[src/rtl/uart_rx_pkg.sv]
// Shared definitions for the UART receiver: FSM state encoding, default
// frame parameters and oversampling constants.
package uart_rx_pkg;

  typedef enum logic [1:0] {
    IDLE  = 2'd0,
    START = 2'd1,
    DATA  = 2'd2,
    STOP  = 2'd3
  } uart_state_t;

  localparam int DBIT_DEF    = 8;
  localparam int SB_TICK_DEF = 16;

  // 16 s_ticks per bit; mid-bit sample lands on tick index 7
  localparam int OVS     = 16;
  localparam int OVS_MID = OVS / 2 - 1;

  // Tick counter width: must reach max_cnt-1 and never be narrower than
  // the 4 bits needed for one oversampled bit period.
  function automatic int cnt_width(input int max_cnt);
    int w;
    w = $clog2(max_cnt);
    return (w < 4) ? 4 : w;
  endfunction

endpackage

[src/rtl/uart_rx_if.sv]
// Receiver-side signal bundle: serial line and tick in, parallel word,
// completion pulse and status out.
interface uart_rx_if
  import uart_rx_pkg::*;
#(
  parameter int DBIT = DBIT_DEF
);
  logic            rx;
  logic            s_tick;
  logic [DBIT-1:0] rx_dout;
  logic            rx_done_tick;
  logic            frame_err;
  logic            busy;
  logic [1:0]      state_out;

  // Line/tick source side
  modport master (
    output rx, s_tick,
    input  rx_dout, rx_done_tick, frame_err, busy, state_out
  );

  // Receiver side
  modport slave (
    input  rx, s_tick,
    output rx_dout, rx_done_tick, frame_err, busy, state_out
  );

endinterface

[src/rtl/uart_rx_sync_2ff.sv]
// Two-flop synchronizer for an asynchronous single-bit input, with a
// selectable reset level so idle-high lines come out of reset inactive.
module uart_rx_sync_2ff #(
  parameter logic RST_VAL = 1'b1
) (
  input  logic clk,
  input  logic reset,
  input  logic d,
  output logic q
);

  logic meta;

  // Capture the async input, then re-register to settle metastability
  always_ff @(posedge clk or posedge reset) begin
    if (reset) begin
      meta <= RST_VAL;
      q    <= RST_VAL;
    end else begin
      meta <= d;
      q    <= meta;
    end
  end

endmodule

[src/rtl/uart_rx.sv]
// UART receiver: 16x oversampled, start-bit qualified at mid-bit, DBIT data
// bits LSB first, stop bit checked at its centre. Delivers the word with a
// one-clock done pulse and a framing-error flag.
module uart_rx
  import uart_rx_pkg::*;
#(
  parameter int DBIT    = DBIT_DEF,
  parameter int SB_TICK = SB_TICK_DEF
) (
  input  logic     clk,
  input  logic     reset,
  uart_rx_if.slave bus
);

  localparam int SW = cnt_width(SB_TICK);
  localparam int NW = (DBIT > 1) ? $clog2(DBIT) : 1;

  localparam logic [SW-1:0] S_MID  = SW'(OVS_MID);
  localparam logic [SW-1:0] S_BIT  = SW'(OVS - 1);
  localparam logic [SW-1:0] S_STOP = SW'(SB_TICK - 1);
  localparam logic [NW-1:0] N_LAST = NW'(DBIT - 1);

  uart_state_t     state;
  logic [SW-1:0]   s;
  logic [NW-1:0]   n;
  logic [DBIT-1:0] b;
  logic [DBIT-1:0] dout;
  logic            done;
  logic            ferr;
  logic            rx_s;

  // Line idles high, so the synchronizer resets to 1 to avoid a false start
  uart_rx_sync_2ff #(
    .RST_VAL(1'b1)
  ) u_sync (
    .clk   (clk),
    .reset (reset),
    .d     (bus.rx),
    .q     (rx_s)
  );

  // Frame FSM: start detection, tick counting, bit shifting and result capture
  always_ff @(posedge clk or posedge reset) begin
    if (reset) begin
      state <= IDLE;
      s     <= '0;
      n     <= '0;
      b     <= '0;
      dout  <= '0;
      done  <= 1'b0;
      ferr  <= 1'b0;
    end else begin
      done <= 1'b0;
      case (state)
        // Falling edge arms the receiver at once; ticks are not needed here
        IDLE: begin
          if (!rx_s) begin
            state <= START;
            s     <= '0;
          end
        end
        // Re-check the line at mid start bit to reject short glitches
        START: begin
          if (bus.s_tick) begin
            if (s == S_MID) begin
              if (!rx_s) begin
                state <= DATA;
                s     <= '0;
                n     <= '0;
              end else begin
                state <= IDLE;
              end
            end else begin
              s <= s + SW'(1);
            end
          end
        end
        // One full bit period per sample keeps each sample at mid-bit
        DATA: begin
          if (bus.s_tick) begin
            if (s == S_BIT) begin
              s <= '0;
              b <= {rx_s, b[DBIT-1:1]};
              if (n == N_LAST) begin
                state <= STOP;
              end else begin
                n <= n + NW'(1);
              end
            end else begin
              s <= s + SW'(1);
            end
          end
        end
        // Data is delivered even with a low stop bit; the flag reports it
        STOP: begin
          if (bus.s_tick) begin
            if (s == S_STOP) begin
              dout  <= b;
              ferr  <= ~rx_s;
              done  <= 1'b1;
              state <= IDLE;
              s     <= '0;
            end else begin
              s <= s + SW'(1);
            end
          end
        end
      endcase
    end
  end

  assign bus.rx_dout      = dout;
  assign bus.rx_done_tick = done;
  assign bus.frame_err    = ferr;
  assign bus.busy         = (state != IDLE);
  assign bus.state_out    = state;

endmodule
[src/flat_wrapper.sv]
// flat-port wrapper written by rule: the top's interface ports become plain ports
module uart_rx_flat import uart_rx_pkg::*;
#(
  parameter int DBIT    = DBIT_DEF,
  parameter int SB_TICK = SB_TICK_DEF
)
  (clk, reset, bus_rx, bus_s_tick, bus_rx_dout, bus_rx_done_tick, bus_frame_err, bus_busy, bus_state_out);
  uart_rx_if #(.DBIT(DBIT)) bus_i ();
  input  logic clk;
  input  logic reset;
  input wire logic [$bits(bus_i.rx)-1:0] bus_rx;
  input wire logic [$bits(bus_i.s_tick)-1:0] bus_s_tick;
  output wire logic [$bits(bus_i.rx_dout)-1:0] bus_rx_dout;
  output wire logic [$bits(bus_i.rx_done_tick)-1:0] bus_rx_done_tick;
  output wire logic [$bits(bus_i.frame_err)-1:0] bus_frame_err;
  output wire logic [$bits(bus_i.busy)-1:0] bus_busy;
  output wire logic [$bits(bus_i.state_out)-1:0] bus_state_out;
  assign bus_i.rx = bus_rx;
  assign bus_i.s_tick = bus_s_tick;
  assign bus_rx_dout = bus_i.rx_dout;
  assign bus_rx_done_tick = bus_i.rx_done_tick;
  assign bus_frame_err = bus_i.frame_err;
  assign bus_busy = bus_i.busy;
  assign bus_state_out = bus_i.state_out;
  uart_rx #(.DBIT(DBIT), .SB_TICK(SB_TICK)) u_core (.clk(clk), .reset(reset), .bus(bus_i));
endmodule
[config.mk]
export PLATFORM = sky130hd
export DESIGN_NAME = uart_rx_flat
export DESIGN_NICKNAME = d
export VERILOG_FILES = /design/src/rtl/uart_rx_pkg.sv /design/src/rtl/uart_rx_if.sv /design/src/rtl/uart_rx_sync_2ff.sv /design/src/rtl/uart_rx.sv /design/src/flat_wrapper.sv
export SDC_FILE = /design/constraint.sdc
export NUM_CORES = 1
export LEC_CHECK = 0
export ABC_AREA = 1
export BUFFER_PORTS_ARGS = -buffer_cell sky130_fd_sc_hd__buf_2
export CAP_MARGIN = 5
export CORE_MARGIN = 2
export CORE_UTILIZATION = 55
export CTS_BUF_LIST = sky130_fd_sc_hd__clkbuf_8
export CTS_CLUSTER_DIAMETER = 150
export CTS_CLUSTER_SIZE = 16
export DETAILED_ROUTE_END_ITERATION = 8
export GPL_ROUTABILITY_DRIVEN = 0
export GPL_TIMING_DRIVEN = 0
export HOLD_SLACK_MARGIN = 0.12
export PLACE_DENSITY_LB_ADDON = 0.05
export SLEW_MARGIN = 15
export SYNTH_ARGS = -nofsm -noshare
export SYNTH_HDL_FRONTEND = slang
export SYNTH_SLANG_ARGS = --single-unit
[constraint.sdc]
create_clock -name clk -period 2.4 [get_ports clk]
set_input_delay 0 -clock clk [delete_from_list [all_inputs] [get_ports clk]]
set_output_delay 0 -clock clk [all_outputs]
set_load 0.01 [all_outputs]
==> reports/qor.yml <==
setup_path:
  worstPathArrival_ps: 1690
  endpoint_kind: "register"
  critPathTopFamily: "simple AND/OR/NAND/NOR gates"
  critical_path.max_fanout: 10
  r2r_setup_slack_ps: 870
  crit_type: "register to register"
  cp_slowest_stage_delay_ps: 370
  path_buf_inv: 1
  critPathSlowestCell: "dfrtp_1"
  cp_cell_sequence: "ha_1, nand3_2, nor3_4, buf_6, o21ai_0"
  worstSetupStartpointType: "register"
  cp.required_ps: 2560
grt:
  grt_pass1_vias: 944
  antenna_found_initial: 0
  grt_max_degree: 30
  grt_usage_pct: 20.8
  grt-ovfl-total: 0
  grt_pass1_wl_um: 4080
synth:
  avgSynthCellArea_um2: 8.78
  seq_area_frac_synth_pct: 53.5
  synth_top_area_share_pct: 49.6
  syn_nets: 162
  synth_area_leaders: "dfrtp_1 50%, nand2_1 13%, inv_1 5.2%, o21ai_0 4.0%, dfstp_2 3.9%"
  syn_area_um2: 1360
  ys_seq_elements: 29
  yosys.area.top_type: "dfrtp_1"
  synth_cell_types: 23
  ys_warn_count: 0
  synthCells: 155
clock_network:
  cts_setup_buffers: 0
  clockBufferDepth: 2
  htreeDepth: 2
  insertion_delay_ps: 290
  cts_sinks: 29
  cts_tree: "done"
  clk_pin_slew_ps: 60
  cts_root_buffer: "clkbuf_8"
  cts_buffers: 5
detailed_routing:
  post_drt_wl_per_cell_um: 11.6
  viasPerCell: 4.84
  vias: 1022
  drt_iter0_markers: 16
  drc: 0
  antenna_left: 0
  drt_first_pass_iters: 4
  routed_wl_um: 2460
die:
  initial_core_util_pct: 56.5
  num_rows: 18
  pin_count: 17
  die_x_um: 53.8
  die_area_um2: 2890
  die_h_um: 53.8
  coreArea_um2: 2410
sta:
  slew_headroom_pct: 33.7
  fin_tns_setup_ps: 0
  drv_slew: 0
  fin_crit_ps: 1530
  finalCritPeriodShare_pct: 63.7
  worstMarginPinSlew_ps: 988
  setup_viol: 0
  hold_viol_final: 0
  fmax_ghz: 0.654
  skew_ps: 6.73
  rsz0062_at_grt: "false"
min_path:
  hp-class: "input port to register"
cells_and_area:
  final_common_cell: "nand2_1"
  antennaDiodeCount: 0
  design_area_um2: 1580
  nets: 187
  final_cell_mix: "47 x nand2_1, 27 x dfrtp_1, 19 x inv_1, 16 x buf_2, 11 x o21ai_0"
  utilization_pct: 65.6
  drive_gt1_share_pct: 23.2
  area_growth_pct: 16.2
job:
  max-cap-violations: 0
power_and_ir_drop:
  power_density_nw_per_um2: 962
  ir_worst_vdd_uv: 742
  power.total_uw: 1520
  p_leak_uw: 0.000860
placed_design:
  post_dp_cell_area_um2: 1480
  io_buffers: 16
  dp_hpwl_um: 1810
status:
  status: "complete, no violations"
[area by class of cell]
cell class,count,area (um2)
sequential,29,728
clock buffer,5,68.8
timing repair buffer,18,100
buffer,4,41.3
inverter,23,86.3
clock inverter,3,13.8
tap,30,37.5
fill,207,828
multi-input combinational,99,505
[worst paths after layout]
path | startpoint | end | depth (start not counted)
min in group asynchronous | reset | u_core.b[0] | 3
setup / recovery | u_core.s[0] | u_core.b[5] | 5
hold / removal | bus_s_tick | u_core.s[2] | 4
hold reg to reg | u_core.u_sync.meta | u_core.u_sync.q | 0
setup reg to reg | u_core.s[0] | u_core.b[5] | 5
max in group asynchronous | reset | u_core.bus.state_out[0] | 3
[through the flow]
step           setup WS (ps)  hold WS, ps  instances
5_1_grt                  735          196        211
2_1_floorplan           1060         4.48        155
3_3_place_gp             897          105        201
6_report                 870          175        211
4_1_cts                  858          170        211
3_5_place_dp             879          106        201
[metal layers]
metal / GRT usage (%) / share of wire, % / wire [um] / vias to the layer above
li1: - / - / - / 534
met1: 25.4 / 46 / 1120 / 468
met2: 32.5 / 48 / 1190 / 13
met3: 5.83 / 3.6 / 89 / 7
met4: 12.8 / 2.5 / 61 / 0
met5: 0 / 0 / 0 / -
[registers in the layout, indices dropped and copies added, names as in the netlist, 3 cells and up, named ones only]
register            count
u_core.s                4
u_core.b                8
u_core.n                3
u_core.bus.rx_dout      8
[power breakdown]
part / total [uW] / internal (uW) / switching, uW
sequential: 637 / 574 / 63.1
combinational: 503 / 180 / 323
clock: 381 / 196 / 185
total: 1520 / 950 / 571
[synth_stat cells (all sizes together)]
master and count:
a21oi 1, xor2 1, inv 23, o22ai 1, nand3 8, nor2 11
dfstp 2, nor3 1, ha 3, buf 4, nand3b 1, dfrtp 27
o21ai 22, nand4 1, nand2 49
[worst reg2reg max path, stage by stage (launching register included)]
cell and delay, ps:
dfrtp_1 370, ha_1 240, nand3_2 170, nor3_4 350, buf_6 200, o21ai_0 90
[logic make-up (layout without fill, tap and decap cells)]
kind of cell | Yosys count | count (layout) | synth area share [%]
buffers and inverters | 27 | 53 | 9.37
DFF | 29 | 29 | 53.5
adders and majority gates | 3 | 3 | 2.76
xor gates and xnor gates | 1 | 1 | 0.643
and+or+nand+nor | 71 | 71 | 24.3
AOI/OAI and AO/OA | 24 | 24 | 9.47
[repair_timing]
action / 4_1_cts / 5_1_grt
endpoints found under the hold margin: 28 / 0
resized for setup: 0 / 0
hold buffers: 2 / 0
Power figures use the tool's default switching activity.
